===== config.mk =====
export PLATFORM = sky130hd
export DESIGN_NAME = hera_wb_sched_flat
export DESIGN_NICKNAME = d
export VERILOG_FILES = /design/src/rtl/hera_pkg.sv /design/src/rtl/hera_wb_sched_if.sv /design/src/rtl/hera_wb_fifo.sv /design/src/rtl/hera_wb_sched.sv /design/src/flat_wrapper.sv
export SDC_FILE = /design/constraint.sdc
export NUM_CORES = 1
export LEC_CHECK = 0
export ABC_AREA = 1
export BUFFER_PORTS_ARGS = -buffer_cell sky130_fd_sc_hd__buf_2
export CAP_MARGIN = 5
export CELL_PAD_IN_SITES_DETAIL_PLACEMENT = 0
export CELL_PAD_IN_SITES_GLOBAL_PLACEMENT = 1
export CORE_MARGIN = 4
export CORE_UTILIZATION = 31
export CTS_CLUSTER_SIZE = 12
export DETAILED_ROUTE_END_ITERATION = 8
export GPL_TIMING_DRIVEN = 0
export PLACE_DENSITY_LB_ADDON = 0.12
export SLEW_MARGIN = 10
export SYNTH_ARGS = -nofsm -noshare
export SYNTH_HDL_FRONTEND = slang
export SYNTH_HIERARCHICAL = 1
export SYNTH_SLANG_ARGS = --single-unit

===== constraint.sdc =====
create_clock -name clk -period 4.9 [get_ports clk]
set_input_delay 0.735 -clock clk [delete_from_list [all_inputs] [get_ports clk]]
set_output_delay 0.735 -clock clk [all_outputs]
set_load 0.02 [all_outputs]

===== src/rtl/hera_pkg.sv =====
// Shared widths, register constants and the write-back entry type for the HERA
// write-back scheduler.
package hera_pkg;

   localparam int unsigned DW   = 16;
   localparam int unsigned AW   = 4;
   localparam int unsigned NREG = 1 << AW;

   localparam logic [AW-1:0] R0_ADDR  = '0;
   localparam logic [AW-1:0] R13_ADDR = AW'(13);

   typedef struct packed {
      logic [AW-1:0] addr;
      logic [DW-1:0] data;
   } wb_entry_t;

endpackage


===== src/rtl/hera_wb_sched_if.sv =====
// Execute/decode-side bundle of the write-back scheduler: result sources, load
// traffic, hazard queries and the register-file write port.
interface hera_wb_sched_if;
   import hera_pkg::*;

   logic            alu_valid;
   logic [AW-1:0]   alu_rd;
   logic [DW-1:0]   alu_data;
   logic            mul_valid;
   logic [AW-1:0]   mul_rd;
   logic [DW-1:0]   mul_lo;
   logic [DW-1:0]   mul_hi;
   logic            ld_issue;
   logic [AW-1:0]   ld_issue_rd;
   logic            ld_ret_valid;
   logic [DW-1:0]   ld_ret_data;
   logic [AW-1:0]   rsa;
   logic [AW-1:0]   rsb;
   logic [AW-1:0]   rd_chk;
   logic            hazard;
   logic            stall;
   logic            ld_full;
   logic [NREG-1:0] busy;
   logic            wr_en;
   logic [AW-1:0]   wr_addr;
   logic [DW-1:0]   wr_data;

   modport master (
      output alu_valid, alu_rd, alu_data, mul_valid, mul_rd, mul_lo, mul_hi,
             ld_issue, ld_issue_rd, ld_ret_valid, ld_ret_data, rsa, rsb, rd_chk,
      input  hazard, stall, ld_full, busy, wr_en, wr_addr, wr_data
   );

   modport slave (
      input  alu_valid, alu_rd, alu_data, mul_valid, mul_rd, mul_lo, mul_hi,
             ld_issue, ld_issue_rd, ld_ret_valid, ld_ret_data, rsa, rsb, rd_chk,
      output hazard, stall, ld_full, busy, wr_en, wr_addr, wr_data
   );

endinterface


===== src/rtl/hera_wb_fifo.sv =====
// Synchronous write-back FIFO: up to two pushes and one pop per cycle, with
// per-slot valid/address taps for the decode hazard compare.
module hera_wb_fifo
   import hera_pkg::*;
#(
   parameter int unsigned DEPTH = 4
) (
   input  logic                      clk,
   input  logic                      rst,
   input  logic                      push0,
   input  wb_entry_t                 push0_entry,
   input  logic                      push1,
   input  wb_entry_t                 push1_entry,
   input  logic                      pop,
   output wb_entry_t                 head,
   output logic [$clog2(DEPTH):0]    count,
   output logic [DEPTH-1:0]          tap_valid,
   output logic [DEPTH-1:0][AW-1:0]  tap_addr
);

   localparam int unsigned PW = $clog2(DEPTH);
   localparam int unsigned CW = PW + 1;

   wb_entry_t     mem [DEPTH];
   logic [PW-1:0] rd_ptr_q;
   logic [PW-1:0] wr_ptr_q;
   logic [CW-1:0] cnt_q;
   logic [PW-1:0] wr_ptr1;
   logic          pop_ok;

   assign pop_ok  = pop && (cnt_q != '0);
   // Second push lands right after the first, or in the first slot if alone.
   assign wr_ptr1 = wr_ptr_q + PW'(push0);

   always_ff @(posedge clk or negedge rst) begin
      if (!rst) begin
         rd_ptr_q <= '0;
         wr_ptr_q <= '0;
         cnt_q    <= '0;
      end else begin
         wr_ptr_q <= wr_ptr_q + PW'(push0) + PW'(push1);
         rd_ptr_q <= rd_ptr_q + PW'(pop_ok);
         cnt_q    <= cnt_q + CW'(push0) + CW'(push1) - CW'(pop_ok);
      end
   end

   always_ff @(posedge clk) begin
      if (push0) mem[wr_ptr_q] <= push0_entry;
      if (push1) mem[wr_ptr1]  <= push1_entry;
   end

   assign head  = mem[rd_ptr_q];
   assign count = cnt_q;

   for (genvar i = 0; i < DEPTH; i++) begin : g_tap
      logic [PW-1:0] off;
      assign off          = PW'(i) - rd_ptr_q;
      assign tap_valid[i] = {1'b0, off} < cnt_q;
      assign tap_addr[i]  = mem[i].addr;
   end

endmodule


===== src/rtl/hera_wb_sched.sv =====
// Register-file write-port scheduler: load return > queued write > new ALU/MUL
// result, plus an in-order load scoreboard feeding the decode hazard check.
module hera_wb_sched
   import hera_pkg::*;
#(
   parameter int unsigned WBQ_DEPTH = 4,
   parameter int unsigned LDQ_DEPTH = 2
) (
   input  logic           clk,
   input  logic           rst,
   hera_wb_sched_if.slave bus
);

   localparam int unsigned FCW = $clog2(WBQ_DEPTH) + 1;
   localparam int unsigned LPW = (LDQ_DEPTH > 1) ? $clog2(LDQ_DEPTH) : 1;
   localparam int unsigned LCW = $clog2(LDQ_DEPTH) + 1;

   // Load queue
   logic [AW-1:0]        ldq_rd_q [LDQ_DEPTH];
   logic [LDQ_DEPTH-1:0] ldq_vld_q;
   logic [LPW-1:0]       ld_head_q;
   logic [LPW-1:0]       ld_tail_q;
   logic [LCW-1:0]       ldq_cnt_q;
   logic                 ld_full;
   logic                 ld_push;
   logic                 ld_pop;
   logic                 ld_wr;
   logic [AW-1:0]        ld_head_rd;
   logic [NREG-1:0]      busy_v;

   // Write-back FIFO
   logic                    fifo_push0;
   logic                    fifo_push1;
   wb_entry_t               fifo_e0;
   wb_entry_t               fifo_e1;
   logic                    fifo_pop;
   wb_entry_t               fifo_head;
   logic [FCW-1:0]          fifo_cnt;
   logic [WBQ_DEPTH-1:0]    tap_valid;
   logic [WBQ_DEPTH-1:0][AW-1:0] tap_addr;

   logic          stall;
   logic          alu_acc;
   logic          mul_acc;
   logic          direct;
   logic          hazard;
   logic [AW-1:0] chk [3];

   logic          wr_en_q,   wr_en_d;
   logic [AW-1:0] wr_addr_q, wr_addr_d;
   logic [DW-1:0] wr_data_q, wr_data_d;

   function automatic logic [LPW-1:0] ldq_next(input logic [LPW-1:0] p);
      return (p == LPW'(LDQ_DEPTH - 1)) ? '0 : p + 1'b1;
   endfunction

   assign ld_full    = (ldq_cnt_q == LCW'(LDQ_DEPTH));
   assign ld_push    = bus.ld_issue && !ld_full;
   assign ld_pop     = bus.ld_ret_valid && (ldq_cnt_q != '0);
   assign ld_head_rd = ldq_rd_q[ld_head_q];
   // A load into R0 keeps its slot for ordering but never claims the port.
   assign ld_wr      = ld_pop && (ld_head_rd != R0_ADDR);

   assign stall    = fifo_cnt > FCW'(WBQ_DEPTH - 2);
   assign alu_acc  = bus.alu_valid && !stall;
   assign mul_acc  = bus.mul_valid && !stall;
   assign fifo_pop = !ld_wr && (fifo_cnt != '0);
   assign direct   = !ld_wr && (fifo_cnt == '0);

   always_comb begin
      busy_v = '0;
      for (int i = 0; i < int'(LDQ_DEPTH); i++) begin
         if (ldq_vld_q[i] && (ldq_rd_q[i] != R0_ADDR)) busy_v[ldq_rd_q[i]] = 1'b1;
      end
   end

   always_comb begin
      fifo_push0 = 1'b0;
      fifo_push1 = 1'b0;
      fifo_e0    = '0;
      fifo_e1    = '0;
      wr_en_d    = 1'b0;
      wr_addr_d  = wr_addr_q;
      wr_data_d  = wr_data_q;
      if (ld_wr) begin
         wr_en_d   = 1'b1;
         wr_addr_d = ld_head_rd;
         wr_data_d = bus.ld_ret_data;
      end else if (fifo_pop) begin
         wr_en_d   = 1'b1;
         wr_addr_d = fifo_head.addr;
         wr_data_d = fifo_head.data;
      end
      if (alu_acc) begin
         if (bus.alu_rd != R0_ADDR) begin
            if (direct) begin
               wr_en_d   = 1'b1;
               wr_addr_d = bus.alu_rd;
               wr_data_d = bus.alu_data;
            end else begin
               fifo_push0 = 1'b1;
               fifo_e0    = '{addr: bus.alu_rd, data: bus.alu_data};
            end
         end
      end else if (mul_acc) begin
         if (bus.mul_rd != R0_ADDR) begin
            if (direct) begin
               wr_en_d   = 1'b1;
               wr_addr_d = bus.mul_rd;
               wr_data_d = bus.mul_lo;
            end else begin
               fifo_push0 = 1'b1;
               fifo_e0    = '{addr: bus.mul_rd, data: bus.mul_lo};
            end
         end
         // High half always queues, behind the low half when that queued too.
         if (fifo_push0) begin
            fifo_push1 = 1'b1;
            fifo_e1    = '{addr: R13_ADDR, data: bus.mul_hi};
         end else begin
            fifo_push0 = 1'b1;
            fifo_e0    = '{addr: R13_ADDR, data: bus.mul_hi};
         end
      end
   end

   hera_wb_fifo #(
      .DEPTH (WBQ_DEPTH)
   ) u_fifo (
      .clk         (clk),
      .rst         (rst),
      .push0       (fifo_push0),
      .push0_entry (fifo_e0),
      .push1       (fifo_push1),
      .push1_entry (fifo_e1),
      .pop         (fifo_pop),
      .head        (fifo_head),
      .count       (fifo_cnt),
      .tap_valid   (tap_valid),
      .tap_addr    (tap_addr)
   );

   assign chk[0] = bus.rsa;
   assign chk[1] = bus.rsb;
   assign chk[2] = bus.rd_chk;

   // Pending = outstanding load, queued write, or a write accepted this cycle.
   always_comb begin
      hazard = 1'b0;
      for (int k = 0; k < 3; k++) begin
         if (chk[k] != R0_ADDR) begin
            if (busy_v[chk[k]]) hazard = 1'b1;
            if (ld_push && (bus.ld_issue_rd == chk[k])) hazard = 1'b1;
            if (alu_acc && (bus.alu_rd == chk[k])) hazard = 1'b1;
            if (mul_acc && ((bus.mul_rd == chk[k]) || (chk[k] == R13_ADDR))) hazard = 1'b1;
            for (int i = 0; i < int'(WBQ_DEPTH); i++) begin
               if (tap_valid[i] && (tap_addr[i] == chk[k])) hazard = 1'b1;
            end
         end
      end
   end

   always_ff @(posedge clk or negedge rst) begin
      if (!rst) begin
         wr_en_q   <= 1'b0;
         wr_addr_q <= '0;
         wr_data_q <= '0;
         ld_head_q <= '0;
         ld_tail_q <= '0;
         ldq_cnt_q <= '0;
         ldq_vld_q <= '0;
         for (int i = 0; i < int'(LDQ_DEPTH); i++) ldq_rd_q[i] <= '0;
      end else begin
         wr_en_q   <= wr_en_d;
         wr_addr_q <= wr_addr_d;
         wr_data_q <= wr_data_d;
         if (ld_push) begin
            ldq_rd_q[ld_tail_q]  <= bus.ld_issue_rd;
            ldq_vld_q[ld_tail_q] <= 1'b1;
            ld_tail_q            <= ldq_next(ld_tail_q);
         end
         if (ld_pop) begin
            ldq_vld_q[ld_head_q] <= 1'b0;
            ld_head_q            <= ldq_next(ld_head_q);
         end
         ldq_cnt_q <= ldq_cnt_q + LCW'(ld_push) - LCW'(ld_pop);
      end
   end

   assign bus.hazard  = hazard;
   assign bus.stall   = stall;
   assign bus.ld_full = ld_full;
   assign bus.busy    = busy_v;
   assign bus.wr_en   = wr_en_q;
   assign bus.wr_addr = wr_addr_q;
   assign bus.wr_data = wr_data_q;

endmodule


===== src/flat_wrapper.sv =====
// flat-port wrapper written by rule: the top's interface ports become plain ports
module hera_wb_sched_flat import hera_pkg::*;
#(
   parameter int unsigned WBQ_DEPTH = 4,
   parameter int unsigned LDQ_DEPTH = 2
)
  (clk, rst, bus_alu_valid, bus_alu_rd, bus_alu_data, bus_mul_valid, bus_mul_rd, bus_mul_lo, bus_mul_hi, bus_ld_issue, bus_ld_issue_rd, bus_ld_ret_valid, bus_ld_ret_data, bus_rsa, bus_rsb, bus_rd_chk, bus_hazard, bus_stall, bus_ld_full, bus_busy, bus_wr_en, bus_wr_addr, bus_wr_data);
  hera_wb_sched_if bus_i ();
  input  logic clk;
  input  logic rst;
  input wire logic [$bits(bus_i.alu_valid)-1:0] bus_alu_valid;
  input wire logic [$bits(bus_i.alu_rd)-1:0] bus_alu_rd;
  input wire logic [$bits(bus_i.alu_data)-1:0] bus_alu_data;
  input wire logic [$bits(bus_i.mul_valid)-1:0] bus_mul_valid;
  input wire logic [$bits(bus_i.mul_rd)-1:0] bus_mul_rd;
  input wire logic [$bits(bus_i.mul_lo)-1:0] bus_mul_lo;
  input wire logic [$bits(bus_i.mul_hi)-1:0] bus_mul_hi;
  input wire logic [$bits(bus_i.ld_issue)-1:0] bus_ld_issue;
  input wire logic [$bits(bus_i.ld_issue_rd)-1:0] bus_ld_issue_rd;
  input wire logic [$bits(bus_i.ld_ret_valid)-1:0] bus_ld_ret_valid;
  input wire logic [$bits(bus_i.ld_ret_data)-1:0] bus_ld_ret_data;
  input wire logic [$bits(bus_i.rsa)-1:0] bus_rsa;
  input wire logic [$bits(bus_i.rsb)-1:0] bus_rsb;
  input wire logic [$bits(bus_i.rd_chk)-1:0] bus_rd_chk;
  output wire logic [$bits(bus_i.hazard)-1:0] bus_hazard;
  output wire logic [$bits(bus_i.stall)-1:0] bus_stall;
  output wire logic [$bits(bus_i.ld_full)-1:0] bus_ld_full;
  output wire logic [$bits(bus_i.busy)-1:0] bus_busy;
  output wire logic [$bits(bus_i.wr_en)-1:0] bus_wr_en;
  output wire logic [$bits(bus_i.wr_addr)-1:0] bus_wr_addr;
  output wire logic [$bits(bus_i.wr_data)-1:0] bus_wr_data;
  assign bus_i.alu_valid = bus_alu_valid;
  assign bus_i.alu_rd = bus_alu_rd;
  assign bus_i.alu_data = bus_alu_data;
  assign bus_i.mul_valid = bus_mul_valid;
  assign bus_i.mul_rd = bus_mul_rd;
  assign bus_i.mul_lo = bus_mul_lo;
  assign bus_i.mul_hi = bus_mul_hi;
  assign bus_i.ld_issue = bus_ld_issue;
  assign bus_i.ld_issue_rd = bus_ld_issue_rd;
  assign bus_i.ld_ret_valid = bus_ld_ret_valid;
  assign bus_i.ld_ret_data = bus_ld_ret_data;
  assign bus_i.rsa = bus_rsa;
  assign bus_i.rsb = bus_rsb;
  assign bus_i.rd_chk = bus_rd_chk;
  assign bus_hazard = bus_i.hazard;
  assign bus_stall = bus_i.stall;
  assign bus_ld_full = bus_i.ld_full;
  assign bus_busy = bus_i.busy;
  assign bus_wr_en = bus_i.wr_en;
  assign bus_wr_addr = bus_i.wr_addr;
  assign bus_wr_data = bus_i.wr_data;
  hera_wb_sched #(.WBQ_DEPTH(WBQ_DEPTH), .LDQ_DEPTH(LDQ_DEPTH)) u_core (.clk(clk), .rst(rst), .bus(bus_i));
endmodule

## Word-level counts from Yosys, hierarchy flattened

Memory sizes are Yosys's and may differ from the RTL's.
Index checks and enable logic that the tools add are counted.

| word-level totals | value |
|---|---|
| register bits | 42 |
| bits in latches | 0 |
| memory bits (writable) | 80 |
| memory bits (read-only) | 0 |
| logic and storage cells | 230 |
| memories kept | 1 |

Memory list:

| name | depth | width | read ports | clocked after Yosys merged registers in | wr ports | line | text |
|---|---|---|---|---|---|---|---|
| u_core.u_fifo.mem | 4 | 20 | 5 | 0 | 2 | hera_wb_fifo.sv:24 | `wb_entry_t mem [DEPTH];` |

| cells by class | value |
|---|---|
| add/subtract/negate cells | 14 |
| multipliers | 0 |
| divide/modulo/power cells | 0 |
| magnitude comparators | 19 |
| equality and inequality tests | 25 |
| shift operators | 0 |
| multiplexer cells | 100 |
| bitwise operators | 6 |
| reductions and logical operators | 53 |

Operators with widths:

| cell | number |
|---|---|
| $mux 20 | 10 |
| $mux 16 | 10 |
| $eq 4x4->1 | 21 |
| $mux 1 | 57 |
| $mux 4 | 12 |
| $logic_and 1x1->1 | 36 |
| $reduce_bool 4->1 | 8 |
| $lt 4x5->1 const B | 5 |
| $or 16x16->16 | 1 |
| $bmux 1 s4 | 3 |
| $eq 4x4->1 const B | 3 |
| $lt 2x3->1 | 4 |
| $add 2x1->2 | 4 |
| $bwmux 8 | 1 |
| $demux 1 s4 | 2 |
| $ge 4x1->1 const B | 2 |
| $add 3x1->3 | 2 |
| $demux 4 s1 | 1 |
| $ge 2x2->1 const B | 2 |
| $lt 1x2->1 const B | 2 |
| $mux 2 | 2 |
| $not 1->2 | 2 |
| $sub 1x2->2 const A | 2 |
| $sub 2x2->2 const A | 2 |
| 16 further kinds | 23 |

## Depth between registers and ports, before layout

Gate-level depths: netlist of the first run.

| logic depth | value |
|---|---|
| word-level depth | 36 |
| depth in mapped cells | 18 |
| depth with buffers taken out | 18 |

## Modules after synthesis

Netlist of the first run, hierarchy kept.

Modules (own cells, without submodules):

| module | instances | cells each | area an instance (um^2) |
|---|---|---|---|
| hera_wb_sched | 1 | 965 | 5200.0 |
| hera_wb_fifo | 1 | 548 | 4792.1 |

## Worst setup path after synthesis of the first run

OpenSTA, ideal clock, no wires.

| timing | value |
|---|---|
| kind | input -> register |
| start | in bus_alu_rd[2] |
| end | mem u_core/u_fifo/mem[0][0] in the netlist's numbering, enable pin |
| setup time | 425 ps |
| arrival time | 3407 ps |
| data required time | 4475 ps |
| path slack | 1069 ps |
| cell stages on the path | 11 |
| buffers on the path | 3 |
| path through | clkbuf_1 > nor4_1 > inv_1 > nand3_1 > clkbuf_1 > nand2_1 > ha_1 > nor2_2 > nand3_1 > buf_2 > o21ai_0 |

RTL lines:

| what | line | text |
|---|---|---|
| from (decl) | flat_wrapper.sv:12 | `input wire logic [$bits(bus_i.alu_rd)-1:0] bus_alu_rd;` |
| to (decl) | hera_wb_fifo.sv:24 |  |

==> out/metrics.sh, run 1 <==
EDFF_COUNT_SYNTH=80
TIMING_MAX_TRANSITION_VIOLATIONS_FINAL=0
WORST_SLEW_PIN_SLEW_NS=0.9537
DRT.ANTENNA.VIOLATING_NETS=0
REG2REG_SETUP_SLACK_NS=0.45
CP-START-KIND='flop'
CTS.CLK_SLEW.WORST_PATHS_NS=0.06
VIAS_PER_CELL=5.230
POST_SYNTH_INSTANCE_AREA_UM2=9992
WL_PER_CELL_UM=20.82
CTS_MADE_BUFFERS=17
SYNTHCELLS=1513
AREA.GROWTH.SYNTH_TO_FINAL_PCT=17.28
POSTLAYOUTSETUPSLACKWORST_NS=0.4544
IR_WORST_VDD_V=0.0003209
POST-ROUTE-MIN-PERIOD_NS=4.446
STATUS='finished, final reports clean'
CLOCK_SINKS=122
CTS_ROOT_BUFFER='sky130_fd_sc_hd__clkbuf_16'
LAYOUT.NETS=1763
CTS_MAX_PATH_BUFFERS=2
ROUTED_WIRELENGTH_MM=43.14
DETAIL_ROUTE.FIRST_PASS.ITERATIONS=5
GLOBAL_ROUTE_WIRE_LENGTH_BEFORE_REPAIR_MM=65.09
DESIGN_AREA_UM2=11720
WORST-SETUP-PATH-TYPE='flop to flop'
SLEW_HEADROOM_PCT=35.75
LATEST_CLOCK_ARRIVAL_WITHIN_THE_WORST_SKEW_PAIR_NS=0.43
POST_ROUTE_CELLS_DRIVE_ABOVE_1_SHARE_PCT=15.15
CRIT_ARRIVAL_NS=4.50
HOLD_VIOL=0
FLOORPLAN.CORE_AREA_UM2=31640
DIEAREA_UM2=35170
WORST_SETUP_PATH_STARTPOINT='u_core/u_fifo/count[0]'
TIMING.FMAX_GHz=0.2249
POSTCTSRESIZEDCELLS=0
WIDTH_OF_THE_DIE_UM=187.5
CTS_MAX_LEVEL=4
CP_DATA_REQUIRED_TIME_NS=4.95
INITIAL_CORE_UTIL_PCT=31.58
POST_CTS_SETUP_BUFFER_COUNT=0
FINAL_MIN_PERIOD_OVER_CLOCK_PERIOD_PCT=90.73
YS_TYPES=39
CTS_HOLD_REPAIR.BUFFERS=0
SYNTH-WARNING-COUNT=6
RR_ENDPOINT='u_core/u_fifo/mem[2][10]'
PLACE.GP.CONGESTION=0.8706
ANTENNA_VIOLATIONS_BEFORE_REPAIR=2
ROWS=65
YS.FLOP_TYPE='sky130_fd_sc_hd__edfxtp_1'
GRT_MAX_DEGREE=43
DRT_DRC_VIOLATIONS_LEFT=0
YS_SEQ_ELEMENTS=122
SETUP_VIOL=0
DRV.MAX_CAP_VIOLATION_COUNT=0
WORST_R2R_STARTPOINT='u_core/u_fifo/count[0]'
FIN_WORST_SKEW_NS=0.01288
POWER.TOTAL_mW=7.323
DRT_ITER0_MARKERS=1121
ROUTE.VIAS.TOTAL=10840
FF2FF_PATH_DEPTH=11
FP.DIEH_UM=187.5
GRT_USAGE_PCT=24.07
CRIT_PATH_MAX_FANOUT=20
FINISH.UTILIZATION_PCT=37.04
ANTENNA-DIODE-COUNT=0
TOTAL_CONGESTION_OVERFLOW=0
TIMING.CRITICAL_PATH.TO_TYPE='flop'
ASYNC_FLOP_SHARE_PCT=34.43
SYNTH_SEQUENTIAL_AREA_RATIO_PCT=34.56
FIRST_GLOBAL_VIAS=10390
SYN-MEAN-INSTANCE-AREA_UM2=6.604
IO_PINS=134
LEAKAGEPOWER_nW=5.865
POST-PLACE-WS_NS=-0.02313
GRT_SETUP_UNREPAIRED='no'
POWER-PER-CELL-AREA_nW_PER_UM2=624.9
TRITONCTS='done'
DETAILEDPLACEMENTHPWL_MM=32.27
WORST_HOLD_PATH_TYPE='primary input to async pin'
PLACEMENT.CELL_AREA_UM2=11140
CP-ENDPOINT='u_core/u_fifo/mem[2][10]'
IO_BUFFERS=121
FIN_TNS_SETUP_NS=0
[state kept, by name, summed over array words and instances, names as in the netlist]
signal	cells
u_core/u_fifo/wr_ptr_q	2
u_core/ldq_vld_q	2
u_core/bus.wr_data	16
u_core/bus.wr_en	1
u_core/bus.wr_addr	4
u_core/u_fifo/mem	80
u_core/u_fifo/count	3
u_core/ld_head_q	1
u_core/u_fifo/rd_ptr_q	2
u_core/ldq_cnt_q	2
u_core/ld_tail_q	1
u_core/ldq_rd_q	8
[cells by family (layout without fill, tap and decap cells)]
logic type | after synthesis | after routing | synth area share (%)
fa+ha+maj | 12 | 12 | 1.653
xor+xnor | 50 | 50 | 4.383
buf+inv | 265 | 418 | 11.68
simple gates | 915 | 915 | 39.93
other cells | 1 | 5 | 0.03753
compound gates | 148 | 148 | 7.751
flops | 122 | 122 | 34.56
[stage by stage]
stage | cells | hold slack (ns)
floorplan | 1517 | 0.4394
global placement | 2040 | 0.4845
detailed placement | 2040 | 0.5053
CTS | 2072 | 0.5219
global route | 2072 | 0.3692
finish | 2072 | 0.3431
[cell usage in the layout, fill, tap and decap left out, drive strengths merged]
| cell type | count |
|---|---|
| o21ai | 87 |
| clkinvlp | 5 |
| xnor2 | 32 |
| ha | 10 |
| a21boi | 6 |
| a22oi | 1 |
| nor4 | 2 |
| buf | 193 |
| conb | 5 |
| nand3 | 268 |
| o211ai | 2 |
| nor2 | 97 |
| nor3 | 1 |
| clkbuf | 50 |
| inv | 160 |
| bufinv | 1 |
| o22ai | 7 |
| fa | 2 |
| nand4 | 51 |
| edfxtp | 80 |
| xor2 | 18 |
| nand2 | 483 |
| dfrtp | 42 |
| a211oi | 1 |
| clkinv | 9 |
| a21oi | 44 |
| or2 | 13 |
[area by class of cell]
class / instances / area (µm²)
fillers: 3476 / 19920
multi-input cells: 1130 / 5414
inverters: 163 / 619.3
clock buffers: 20 / 456.7
clock inverters: 12 / 116.4
plain buffers: 102 / 548.0
flip-flops and latches: 122 / 3453
repair buffers: 121 / 608.1
well taps: 402 / 503.0
[synthesized netlist by cell type, types with 4 or more instances]
cell                         n  area [µm²]
sky130_fd_sc_hd__dfrtp_1    42        1051
sky130_fd_sc_hd__inv_1     152       570.6
sky130_fd_sc_hd__nand2_2     4       25.02
sky130_fd_sc_hd__edfxtp_1   80        2402
sky130_fd_sc_hd__a21oi_1    44       220.2
sky130_fd_sc_hd__inv_2       5       18.77
sky130_fd_sc_hd__nand3_1   268        1341
sky130_fd_sc_hd__nand4_1    51       319.1
sky130_fd_sc_hd__or2_2      11       68.82
sky130_fd_sc_hd__clkbuf_1   29       108.9
sky130_fd_sc_hd__ha_1       10       125.1
sky130_fd_sc_hd__buf_1       4       15.01
sky130_fd_sc_hd__xnor2_1    32       280.3
sky130_fd_sc_hd__buf_2      38       190.2
sky130_fd_sc_hd__nor2_1     93       349.1
sky130_fd_sc_hd__o21ai_1    12       60.06
sky130_fd_sc_hd__o21ai_0    75       375.4
sky130_fd_sc_hd__nand2_1   477        1790
sky130_fd_sc_hd__o22ai_1     7       43.79
sky130_fd_sc_hd__xor2_1     18       157.7
sky130_fd_sc_hd__buf_4      29       217.7
sky130_fd_sc_hd__clkinv_1    4       15.01
sky130_fd_sc_hd__a21boi_0    6       45.04
[worst min path at each step]
stage	to	cells after the start
after detailed placement	u_core/ld_tail_q	1
after CTS	u_core/u_fifo/rd_ptr_q[0]	1
after global routing	u_core/ldq_rd_q[7]	1
after floorplan	u_core/bus.wr_addr[0]	0
final	u_core/ldq_rd_q[4]	1
after global placement	u_core/u_fifo/rd_ptr_q[0]	1
[layer usage]
layer  track usage (%)  up-vias  wire [µm]
met2             36.58      408      18890
met3             4.505       37       3245
met4             4.687        2        573
met5                 0        -         12
met1             35.87     5162      20420
li1                  -     5228          -
[report_power, final]
part           switching, mW  leakage (nW)  total (mW)  internal, mW
clock network          0.517         0.265        1.25         0.729
logic                   3.00          4.34        4.23          1.23
registers              0.237          1.26        1.85          1.61
[worst max-delay path, stage by stage, from the launching register on]
cell and delay, ns:
sky130_fd_sc_hd__dfrtp_1 0.49, sky130_fd_sc_hd__nor2_1 0.15, sky130_fd_sc_hd__nor2_1 0.13, sky130_fd_sc_hd__nor2_1 0.63
sky130_fd_sc_hd__nand3_1 0.46, sky130_fd_sc_hd__clkbuf_1 0.31, sky130_fd_sc_hd__nand2_1 0.34, sky130_fd_sc_hd__ha_1 0.34
sky130_fd_sc_hd__nor2_2 0.25, sky130_fd_sc_hd__nand3_1 0.15, sky130_fd_sc_hd__buf_2 0.25, sky130_fd_sc_hd__nand2_2 0.55
(Power assumes the default switching activity.)
==> run 2, diff against run 1 <==
BUFFER_PORTS_ARGS = -buffer_cell sky130_fd_sc_hd__clkbuf_2   (was -buffer_cell sky130_fd_sc_hd__buf_2)
==> out/metrics.sh, run 2 (synthesis gave the netlist of run 1 again) <==
GLOBAL_ROUTE_WIRE_LENGTH_BEFORE_REPAIR_MM=64.65
WORST_HOLD_PATH_TYPE='primary input to async pin'
POWER-PER-CELL-AREA_nW_PER_UM2=624.8
FINAL_MIN_PERIOD_OVER_CLOCK_PERIOD_PCT=89.79
FIRST_GLOBAL_VIAS=10310
CTS_MAX_LEVEL=4
FINISH.UTILIZATION_PCT=37.05
CTS_MADE_BUFFERS=17
TOTAL_CONGESTION_OVERFLOW=0
STATUS='finished, final reports clean'
TIMING.FMAX_GHz=0.2273
LAYOUT.NETS=1763
FIN_TNS_SETUP_NS=0
ROUTED_WIRELENGTH_MM=42.96
SETUP_VIOL=0
ANTENNA_VIOLATIONS_BEFORE_REPAIR=1
CTS_MAX_PATH_BUFFERS=2
ROUTE.VIAS.TOTAL=10730
ANTENNA-DIODE-COUNT=0
INITIAL_CORE_UTIL_PCT=31.58
GRT_SETUP_UNREPAIRED='no'
GRT_USAGE_PCT=23.91
IO_BUFFERS=121
WORST-SETUP-PATH-TYPE='flop to flop'
NUM-FILL-CELLS=3460
POST-ROUTE-MIN-PERIOD_NS=4.400
HOLD_VIOL=0
DRT_DRC_VIOLATIONS_LEFT=0
LATEST_CLOCK_ARRIVAL_WITHIN_THE_WORST_SKEW_PAIR_NS=0.44
IO_PINS=134
CLOCK_SINKS=122
AREA.GROWTH.SYNTH_TO_FINAL_PCT=17.30
CTS.CLK_SLEW.WORST_PATHS_NS=0.06
FLOORPLAN.CORE_AREA_UM2=31640
DIEAREA_UM2=35170
MOST-COMMON-LAYOUT-CELLS='sky130_fd_sc_hd__nand2_1, sky130_fd_sc_hd__nand3_1, sky130_fd_sc_hd__inv_1'
FP.DIEH_UM=187.5
PLACE.GP.CONGESTION=0.8670
CTS_HOLD_REPAIR.BUFFERS=0
DETAILEDPLACEMENTHPWL_MM=32.27
ROWS=65
DRV.MAX_CAP_VIOLATION_COUNT=0
SLEW_HEADROOM_PCT=35.82
CP-START-KIND='flop'
DRT_ITER0_MARKERS=1180
CRIT_PATH_MAX_FANOUT=20
POST_ROUTE_CELLS_DRIVE_ABOVE_1_SHARE_PCT=15.03
LEAKAGEPOWER_nW=5.875
CP_DATA_REQUIRED_TIME_NS=4.96
TIMING_MAX_TRANSITION_VIOLATIONS_FINAL=0
GRT_MAX_DEGREE=43
TIMING.CRITICAL_PATH.TO_TYPE='flop'
CTS_ROOT_BUFFER='sky130_fd_sc_hd__clkbuf_16'
LARGEST_REGISTER='u_core/u_fifo/mem'
LAYOUT_COMMONEST_CELL='sky130_fd_sc_hd__nand2_1'
DRT.ANTENNA.VIOLATING_NETS=0
WORST_SLEW_PIN_SLEW_NS=0.9526
WL_PER_CELL_UM=20.73
IR_WORST_VDD_V=0.0003345
FIN_WORST_SKEW_NS=0.01170
DETAIL_ROUTE.FIRST_PASS.ITERATIONS=5
VIAS_PER_CELL=5.177
CRIT_ARRIVAL_NS=4.46
WIDTH_OF_THE_DIE_UM=187.5
NUMBER_OF_FLIP_FLOPS_UNDER_THE_LARGEST_REGISTER_NAME=80
TRITONCTS='done'
==> run 2: cell types whose count changed in the layout (fill, tap and decap cells not counted), sizes merged <==
cell / delta
buf: -121
bufinv: +1
clkbuf: +118
clkinv: +3
clkinvlp: -1
==> run 2: area by class of cell <==
cell class                 instances  area (µm²)  share of cell area (%)
clock inverter                    15       150.1                   1.281
inverter                         163       619.3                   5.284
multi-input combinational       1130        5414                   46.19
timing repair buffer             121       608.1                   5.188
tap                              402       503.0                   4.291
buffer                           102       548.0                   4.676
sequential                       122        3453                   29.46
clock buffer                      17       425.4                   3.629
==> run 2: repair_timing <==
action,CTS,global route
resized for setup,0,2
endpoints found under the setup margin,0,40
buffers inserted,0,0
==> run 2: path summary, 6_finish.rpt <==
path                       cells after the start  slack [ns]                         to                 startpoint
setup / recovery                              11        0.50   u_core/u_fifo/mem[2][10]     u_core/u_fifo/count[0]
hold / removal                                 1        0.36         u_core/ldq_rd_q[7]                        rst
setup reg to reg                              11        0.50   u_core/u_fifo/mem[2][10]     u_core/u_fifo/count[0]
hold reg to reg                                1        0.52  u_core/u_fifo/rd_ptr_q[0]  u_core/u_fifo/rd_ptr_q[0]
max in group asynchronous                      1        4.09      u_core/bus.wr_data[4]                        rst
min in group clk                               1        0.52  u_core/u_fifo/rd_ptr_q[0]  u_core/u_fifo/rd_ptr_q[0]
==> run 2: worst max-delay path, stage by stage (launching register included) <==
cell and delay (ns):
sky130_fd_sc_hd__dfrtp_1 0.49, sky130_fd_sc_hd__nor2_1 0.14, sky130_fd_sc_hd__nor2_1 0.12, sky130_fd_sc_hd__nor2_1 0.62, sky130_fd_sc_hd__nand3_1 0.47, sky130_fd_sc_hd__clkbuf_1 0.31
sky130_fd_sc_hd__nand2_1 0.35, sky130_fd_sc_hd__ha_1 0.34, sky130_fd_sc_hd__nor2_2 0.22, sky130_fd_sc_hd__nand3_1 0.14, sky130_fd_sc_hd__buf_2 0.26, sky130_fd_sc_hd__nand2_2 0.54
==> run 2: power breakdown <==
part / total [mW] / switching [mW] / internal (mW) / leakage [nW]
registers: 1.84 / 0.233 / 1.61 / 1.26
clock network: 1.27 / 0.527 / 0.746 / 0.268
logic: 4.21 / 2.99 / 1.22 / 4.35
total: 7.32 / 3.75 / 3.58 / 5.87
==> run 2: routing by layer <==
metal	global-route usage [%]	routed length, µm	up-vias
met3	4.635	3582	39
met1	35.16	19850	5037
met4	4.828	592	0
met2	36.70	18930	422
met5	0	0	-
li1	-	-	5229
==> run 2: metrics by stage <==
stage	instances	hold WS, ns	total power [mW]	cell area (µm²)	worst slack [ns]
CTS	2072	0.3831	7.320	11720	0.1439
global route	2072	0.4104	7.901	11720	0.1688
finish	2072	0.3607	7.324	11720	0.5001
global placement	2040	0.4845	5.997	11120	-1.181
floorplan	1517	0.4394	4.560	10010	1.069
detailed placement	2040	0.5073	6.033	11140	-0.02349
